==> config.mk <==
export PLATFORM = sky130hd
export DESIGN_NAME = mulradix8_seq_param
export DESIGN_NICKNAME = d
export VERILOG_FILES = /design/src/rtl/mulradix8_seq_param.sv
export SDC_FILE = /design/constraint.sdc
export NUM_CORES = 1
export LEC_CHECK = 0
export CELL_PAD_IN_SITES_DETAIL_PLACEMENT = 1
export CELL_PAD_IN_SITES_GLOBAL_PLACEMENT = 1
export CORE_AREA = 8 8 228 230
export CTS_BUF_LIST = sky130_fd_sc_hd__clkbuf_4
export DETAILED_ROUTE_END_ITERATION = 8
export DIE_AREA = 0 0 236 238
export PLACE_DENSITY = 0.84
export SLEW_MARGIN = 20
export SYNTH_ARGS = -nofsm -noshare
export SYNTH_HDL_FRONTEND = slang
export SYNTH_SLANG_ARGS = --single-unit
==> constraint.sdc <==
create_clock -name clk -period 7 [get_ports clk]
set_clock_uncertainty 0.15 [all_clocks]
set_input_delay 1.4 -clock clk [delete_from_list [all_inputs] [get_ports clk]]
set_output_delay 1.4 -clock clk [all_outputs]
set_load 0.01 [all_outputs]
==> src/rtl/mulradix8_seq_param.sv <==
// mulradix8_seq_param: sequential radix-8 (modified Booth) multiplier.
// Each ITER cycle recodes 3 multiplier bits into a digit in {-4..+4} and
// adds digit*Multiplicand into a 2*WIDTH accumulator. Operands are signed
// or unsigned per operation. A start/busy/flag handshake frames each op.
// Optional build macro: MULRADIX8_EARLY_TERM_EN (stop iterating once every
// remaining multiplier digit is zero; the result is identical either way).
module mulradix8_seq_param #(
    parameter int WIDTH = 32
) (
    input  logic               clk,
    input  logic               rst,
    input  logic               start,
    input  logic               is_signed,
    input  logic [WIDTH-1:0]   Multiplier,
    input  logic [WIDTH-1:0]   Multiplicand,
    output logic               busy,
    output logic               flag,
    output logic [2*WIDTH-1:0] Partial_product
);

    // Booth digits per operation: ceil((WIDTH+1)/3)
    localparam int ITER = (WIDTH + 3) / 3;
    localparam int PW   = 2 * WIDTH;
    // Multiplier shift register: bit -1 at the LSB, room for every digit window
    localparam int MQW  = 3 * ITER + 1;
    localparam int M3W  = WIDTH + 3;
    localparam int KW   = $clog2(ITER + 1);
    localparam int SW   = KW + 2;

`ifdef MULRADIX8_EARLY_TERM_EN
    localparam bit EARLY_TERM = 1'b1;
`else
    localparam bit EARLY_TERM = 1'b0;
`endif

    localparam logic [1:0] S_IDLE = 2'd0;
    localparam logic [1:0] S_PRE  = 2'd1;
    localparam logic [1:0] S_ITER = 2'd2;
    localparam logic [1:0] S_DONE = 2'd3;

    logic [1:0]            state_q, state_d;
    logic [KW-1:0]         k_q, k_d;
    logic signed [MQW-1:0] mq_q, mq_d;
    logic signed [WIDTH:0] mc_q, mc_d;
    logic signed [M3W-1:0] m3_q, m3_d;
    logic [PW-1:0]         acc_q, acc_d;
    logic [PW-1:0]         pp_q, pp_d;

    logic signed [WIDTH+1:0] mseed;
    logic signed [MQW-1:0]   mq_next;
    logic [PW-1:0]           addend;
    logic [SW-1:0]           shamt;

    // digit*M sign-extended to the product width; window is {m[3k+2..3k-1]}
    function automatic logic [PW-1:0] booth_term(
        input logic [3:0]            bits,
        input logic signed [WIDTH:0] m1,
        input logic signed [M3W-1:0] m3
    );
        logic signed [PW-1:0] m1x;
        logic signed [PW-1:0] m3x;
        logic signed [PW-1:0] mag;
        m1x = PW'(m1);
        m3x = PW'(m3);
        case (bits)
            4'b0000, 4'b1111:                   mag = '0;
            4'b0001, 4'b0010, 4'b1101, 4'b1110: mag = m1x;
            4'b0011, 4'b0100, 4'b1011, 4'b1100: mag = m1x <<< 1;
            4'b0101, 4'b0110, 4'b1001, 4'b1010: mag = m3x;
            default:                            mag = m1x <<< 2;
        endcase
        return bits[3] ? -mag : mag;
    endfunction

    // Remaining digits are all zero exactly when the unconsumed window is uniform
    function automatic logic all_same(input logic [MQW-1:0] v);
        return (&v) | (~|v);
    endfunction

    // Next-state and datapath update for the handshake FSM
    always_comb begin
        state_d = state_q;
        k_d     = k_q;
        mq_d    = mq_q;
        mc_d    = mc_q;
        m3_d    = m3_q;
        acc_d   = acc_q;
        pp_d    = pp_q;

        mseed   = {is_signed & Multiplier[WIDTH-1], Multiplier, 1'b0};
        mq_next = mq_q >>> 3;
        addend  = booth_term(mq_q[3:0], mc_q, m3_q);
        shamt   = SW'({k_q, 1'b0}) + SW'(k_q);

        case (state_q)
            S_IDLE, S_DONE: begin
                if (start) begin
                    mc_d    = {is_signed & Multiplicand[WIDTH-1], Multiplicand};
                    mq_d    = MQW'(mseed);
                    acc_d   = '0;
                    pp_d    = '0;
                    k_d     = '0;
                    state_d = S_PRE;
                end else begin
                    state_d = S_IDLE;
                end
            end
            S_PRE: begin
                // 3M is the only hard multiple; computed once per operation
                m3_d = M3W'(mc_q) + (M3W'(mc_q) <<< 1);
                if (EARLY_TERM && all_same(mq_q)) begin
                    pp_d    = acc_q;
                    state_d = S_DONE;
                end else begin
                    state_d = S_ITER;
                end
            end
            S_ITER: begin
                acc_d = acc_q + (addend << shamt);
                mq_d  = mq_next;
                k_d   = k_q + KW'(1);
                if ((k_q == KW'(ITER - 1)) || (EARLY_TERM && all_same(mq_next))) begin
                    pp_d    = acc_d;
                    state_d = S_DONE;
                end
            end
            default: state_d = S_IDLE;
        endcase
    end

    // State and datapath registers, cleared asynchronously by rst low
    always_ff @(posedge clk or negedge rst) begin
        if (!rst) begin
            state_q <= S_IDLE;
            k_q     <= '0;
            mq_q    <= '0;
            mc_q    <= '0;
            m3_q    <= '0;
            acc_q   <= '0;
            pp_q    <= '0;
        end else begin
            state_q <= state_d;
            k_q     <= k_d;
            mq_q    <= mq_d;
            mc_q    <= mc_d;
            m3_q    <= m3_d;
            acc_q   <= acc_d;
            pp_q    <= pp_d;
        end
    end

    assign busy            = (state_q == S_PRE) || (state_q == S_ITER);
    assign flag            = (state_q == S_DONE);
    assign Partial_product = pp_q;

endmodule

==> flow_results.xml <==
<?xml version="1.0" encoding="UTF-8"?>
<metrics>
  <group name="run_status">
    <metric name="status" unit="">complete, but fails checks</metric>
    <metric name="violations" unit="">setup timing</metric>
  </group>
  <group name="hold_path">
    <metric name="min_path_type" unit="">reg2reg</metric>
  </group>
  <group name="detailed_routing">
    <metric name="detail-route-antenna-nets" unit="">0</metric>
    <metric name="wirelength" unit="µm">90500</metric>
    <metric name="wl_per_cell" unit="µm">24.3</metric>
    <metric name="routed-via-count" unit="">23000</metric>
    <metric name="drt-initial-drc-count" unit="">1830</metric>
    <metric name="remaining_drc_errors" unit="">0</metric>
    <metric name="tritonroute_pass_1_iters" unit="">6</metric>
    <metric name="via_per_inst" unit="">6.17</metric>
  </group>
  <group name="floorplan">
    <metric name="floorplan.initialDensity" unit="%">42.4</metric>
    <metric name="fp.dieW" unit="µm">236</metric>
    <metric name="design.die.area" unit="µm²">56200</metric>
    <metric name="chipHeight" unit="µm">238</metric>
    <metric name="area_of_the_placeable_core" unit="µm²">48300</metric>
    <metric name="row_count" unit="">81</metric>
    <metric name="pin_count" unit="">134</metric>
  </group>
  <group name="global_routing">
    <metric name="antenna_violations_before_repair" unit="">1</metric>
    <metric name="maximum_number_of_pins_on_one_net_before_global_route_repair" unit="">138</metric>
    <metric name="grt_pass1_wl" unit="µm">136000</metric>
    <metric name="overflow" unit="">0</metric>
    <metric name="grtUsageTotal" unit="%">29.4</metric>
    <metric name="grt_pass1_vias" unit="">24700</metric>
  </group>
  <group name="timing">
    <metric name="setup_viol_count_final" unit="">46</metric>
    <metric name="worstMarginPinSlew" unit="ns">1.13</metric>
    <metric name="fmax" unit="GHz">0.130</metric>
    <metric name="worst_slew_margin_relative_to_its_limit" unit="%">24.6</metric>
    <metric name="period_share" unit="%">109</metric>
    <metric name="grt_setup_unrepaired" unit="">yes</metric>
    <metric name="finalMaxSlewViolations" unit="">0</metric>
    <metric name="final.min_clock_period" unit="ns">7.66</metric>
    <metric name="number_of_hold_violations_in_the_final_report" unit="">0</metric>
    <metric name="finalWorstSetupSlack" unit="ns">-0.664</metric>
  </group>
  <group name="run">
    <metric name="max-cap-violations" unit="">0</metric>
  </group>
  <group name="clock_network">
    <metric name="clk_path_buf_depth" unit="">3</metric>
    <metric name="htreeDepth" unit="">3</metric>
    <metric name="holdBufCountCts" unit="">0</metric>
    <metric name="clockRootBuffer" unit="">sky130_fd_sc_hd__clkbuf_4</metric>
    <metric name="cts_made_buffers" unit="">69</metric>
    <metric name="insertion_delay" unit="ns">0.85</metric>
    <metric name="cts.reportedPaths.clkPinSlew" unit="ns">0.08</metric>
    <metric name="cts_sinks" unit="">236</metric>
    <metric name="cts_tree" unit="">yes</metric>
  </group>
  <group name="setup_path">
    <metric name="timing.critical_path.slowest_cell_delay" unit="ns">0.49</metric>
    <metric name="regToRegSetupSlack" unit="ns">-0.66</metric>
    <metric name="start_kind" unit="">flip-flop</metric>
    <metric name="worst_path_max_delay_cell" unit="">sky130_fd_sc_hd__o41a_1</metric>
    <metric name="critPathRequiredTime" unit="ns">7.59</metric>
    <metric name="critPathArrivalTime" unit="ns">8.26</metric>
    <metric name="worstPathMaxFanout" unit="">17</metric>
    <metric name="endpoint_kind" unit="">flip-flop</metric>
    <metric name="worst_path_most_repeated_cell" unit="">sky130_fd_sc_hd__a221o_1</metric>
    <metric name="critPathKind" unit="">reg2reg</metric>
  </group>
  <group name="synth">
    <metric name="ys.warnings.count" unit="">0</metric>
    <metric name="synth-edff-count" unit="">0</metric>
    <metric name="ys_seq_area_share" unit="%">28.8</metric>
    <metric name="ys_seq_elements" unit="">236</metric>
    <metric name="async_flop_share" unit="%">100</metric>
    <metric name="synth_nets" unit="">2678</metric>
    <metric name="avg_synthesized_cell_area" unit="µm²">8.22</metric>
    <metric name="syn-instance-count" unit="">2494</metric>
    <metric name="synthDistinctLibCells" unit="">102</metric>
    <metric name="dominantRegCellSynth" unit="">sky130_fd_sc_hd__dfrtp_1</metric>
    <metric name="syn_area" unit="µm²">20500</metric>
  </group>
  <group name="final_layout">
    <metric name="layout_common_cells" unit="">sky130_fd_sc_hd__buf_4, sky130_fd_sc_hd__nand2_1, sky130_fd_sc_hd__dfrtp_1, sky130_fd_sc_hd__o21ai_0, sky130_fd_sc_hd__nor2_1</metric>
    <metric name="layout-area-overhead-vs-synth" unit="%">38.2</metric>
    <metric name="mostFrequentLayoutCell" unit="">sky130_fd_sc_hd__buf_4</metric>
    <metric name="share_of_layout_cells_above_drive_strength_1" unit="%">30.8</metric>
    <metric name="final_cells" unit="">3721</metric>
    <metric name="design.final.nets" unit="">3229</metric>
  </group>
  <group name="place">
    <metric name="gpl.final_weighted_congestion" unit="">0.964</metric>
    <metric name="hpwl_after_dpl" unit="µm">60400</metric>
    <metric name="io_buffer_count" unit="">133</metric>
    <metric name="dpl.cell_count" unit="">3521</metric>
  </group>
</metrics>
[synth_stat cells (9+ instances only)]
cell type / count / area (µm²)
sky130_fd_sc_hd__nand2_1: 396 / 1490
sky130_fd_sc_hd__o21ai_0: 279 / 1400
sky130_fd_sc_hd__dfrtp_1: 236 / 5910
sky130_fd_sc_hd__nor2_1: 155 / 582
sky130_fd_sc_hd__a21oi_1: 154 / 771
sky130_fd_sc_hd__ha_1: 113 / 1410
sky130_fd_sc_hd__clkbuf_1: 105 / 394
sky130_fd_sc_hd__mux2i_1: 80 / 801
sky130_fd_sc_hd__mux2_2: 68 / 766
sky130_fd_sc_hd__inv_1: 65 / 244
sky130_fd_sc_hd__a21o_1: 64 / 480
sky130_fd_sc_hd__xnor2_1: 63 / 552
sky130_fd_sc_hd__xor2_1: 46 / 403
sky130_fd_sc_hd__nand3_1: 40 / 200
sky130_fd_sc_hd__maj3_1: 32 / 320
sky130_fd_sc_hd__nor3_1: 29 / 145
sky130_fd_sc_hd__a22o_1: 26 / 228
sky130_fd_sc_hd__a211oi_1: 25 / 188
sky130_fd_sc_hd__o22ai_1: 24 / 150
sky130_fd_sc_hd__a31oi_1: 22 / 138
sky130_fd_sc_hd__buf_1: 22 / 82.6
sky130_fd_sc_hd__nand2b_1: 22 / 138
sky130_fd_sc_hd__and3_1: 21 / 131
sky130_fd_sc_hd__nand4_1: 21 / 131
sky130_fd_sc_hd__and2_1: 20 / 125
sky130_fd_sc_hd__o21a_1: 19 / 143
sky130_fd_sc_hd__buf_2: 16 / 80.1
sky130_fd_sc_hd__nor2b_1: 16 / 100
sky130_fd_sc_hd__o211ai_1: 16 / 120
sky130_fd_sc_hd__o21bai_1: 16 / 120
sky130_fd_sc_hd__mux4_2: 14 / 315
sky130_fd_sc_hd__o31ai_1: 14 / 105
sky130_fd_sc_hd__or3_1: 12 / 75.1
sky130_fd_sc_hd__a22oi_1: 10 / 75.1
sky130_fd_sc_hd__buf_6: 10 / 113
sky130_fd_sc_hd__nand4b_1: 10 / 87.6
sky130_fd_sc_hd__a211o_1: 9 / 78.8
[worst paths after layout]
| path | cells past startpoint | to | from |
|---|---|---|---|
| max | 31 | acc_q[63] | mq_q[1] |
| min | 2 | Partial_product[21] | Partial_product[21] |
| max reg2reg | 31 | acc_q[63] | mq_q[1] |
| min reg2reg | 2 | Partial_product[21] | Partial_product[21] |
| max in group asynchronous | 2 | mq_q[21] | rst |
| min in group asynchronous | 1 | Partial_product[7] | rst |
[cells by family after synthesis]
logic type               Yosys count  share of synthesized area (%)
AND/OR/NAND/NOR                  791                           17.7
buffers and inverters            224                           4.66
adder cells (fa/ha/maj)          152                           8.97
XOR/XNOR                         111                           4.81
flip-flops                       236                           28.8
AO/OA/AOI/OAI                    817                           25.8
multiplexers                     163                           9.31
[critical path: cells and delay by family, from the launching register on]
kind	cells	cell delay [ns]
simple gates	7	1.38
compound gates	18	4.31
buf+inv	2	0.35
flops	1	0.43
mux	3	0.60
fa+ha+maj	1	0.32
[registers in the layout, summed over array words and instances (netlist names)]
register	cells
Partial_product	64
acc_q	64
m3_q	35
mq_q	34
mc_q	33
k_q	4
state_q	2
[area by class of cell]
class	count	area, µm²
sequential	236	5910
antenna	1	2.50
fill	5598	20000
multi-input combinational	2036	15100
timing repair buffer	636	5400
clock buffer	95	713
clock inverter	29	184
inverter	66	248
tap	622	778
[through the flow]
step | area (µm²) | util, % | setup TNS (ns) | hold slack [ns] | worst slack [ns]
floorplan | 20600 | - | 0 | 0.295 | 0.00999
global placement | 25300 | 52.4 | -8.33 | 0.309 | -0.549
detailed placement | 25300 | 52.4 | -19.50 | 0.319 | -0.956
CTS | 27400 | 56.7 | -1.22 | 0.334 | -0.271
global route | 28300 | 58.6 | -22.90 | 0.356 | -0.829
finish | 28300 | 58.6 | -11.71 | 0.331 | -0.664
[repair_timing]
| item | CTS | global route |
|---|---|---|
| gates resized for setup | 163 | 189 |
| endpoints found under the setup margin | 53 | 77 |
| setup buffers | 47 | 25 |
| pin swaps | 65 | 51 |
| cloned | 5 | 0 |
| endpoints found under the hold margin | 0 | 0 |
[per-layer routing]
metal  part of all wire, %  GRT usage, %  wire length [µm]
met3                   5.4          4.95              4920
met4                   5.7          16.1              5120
met5                     0             0                 0
met1                    39          33.4             35000
met2                    50          52.5             45500
Power is not shown: default switching activity piles up to over one toggle a cycle in this logic, so the estimate is an artifact.
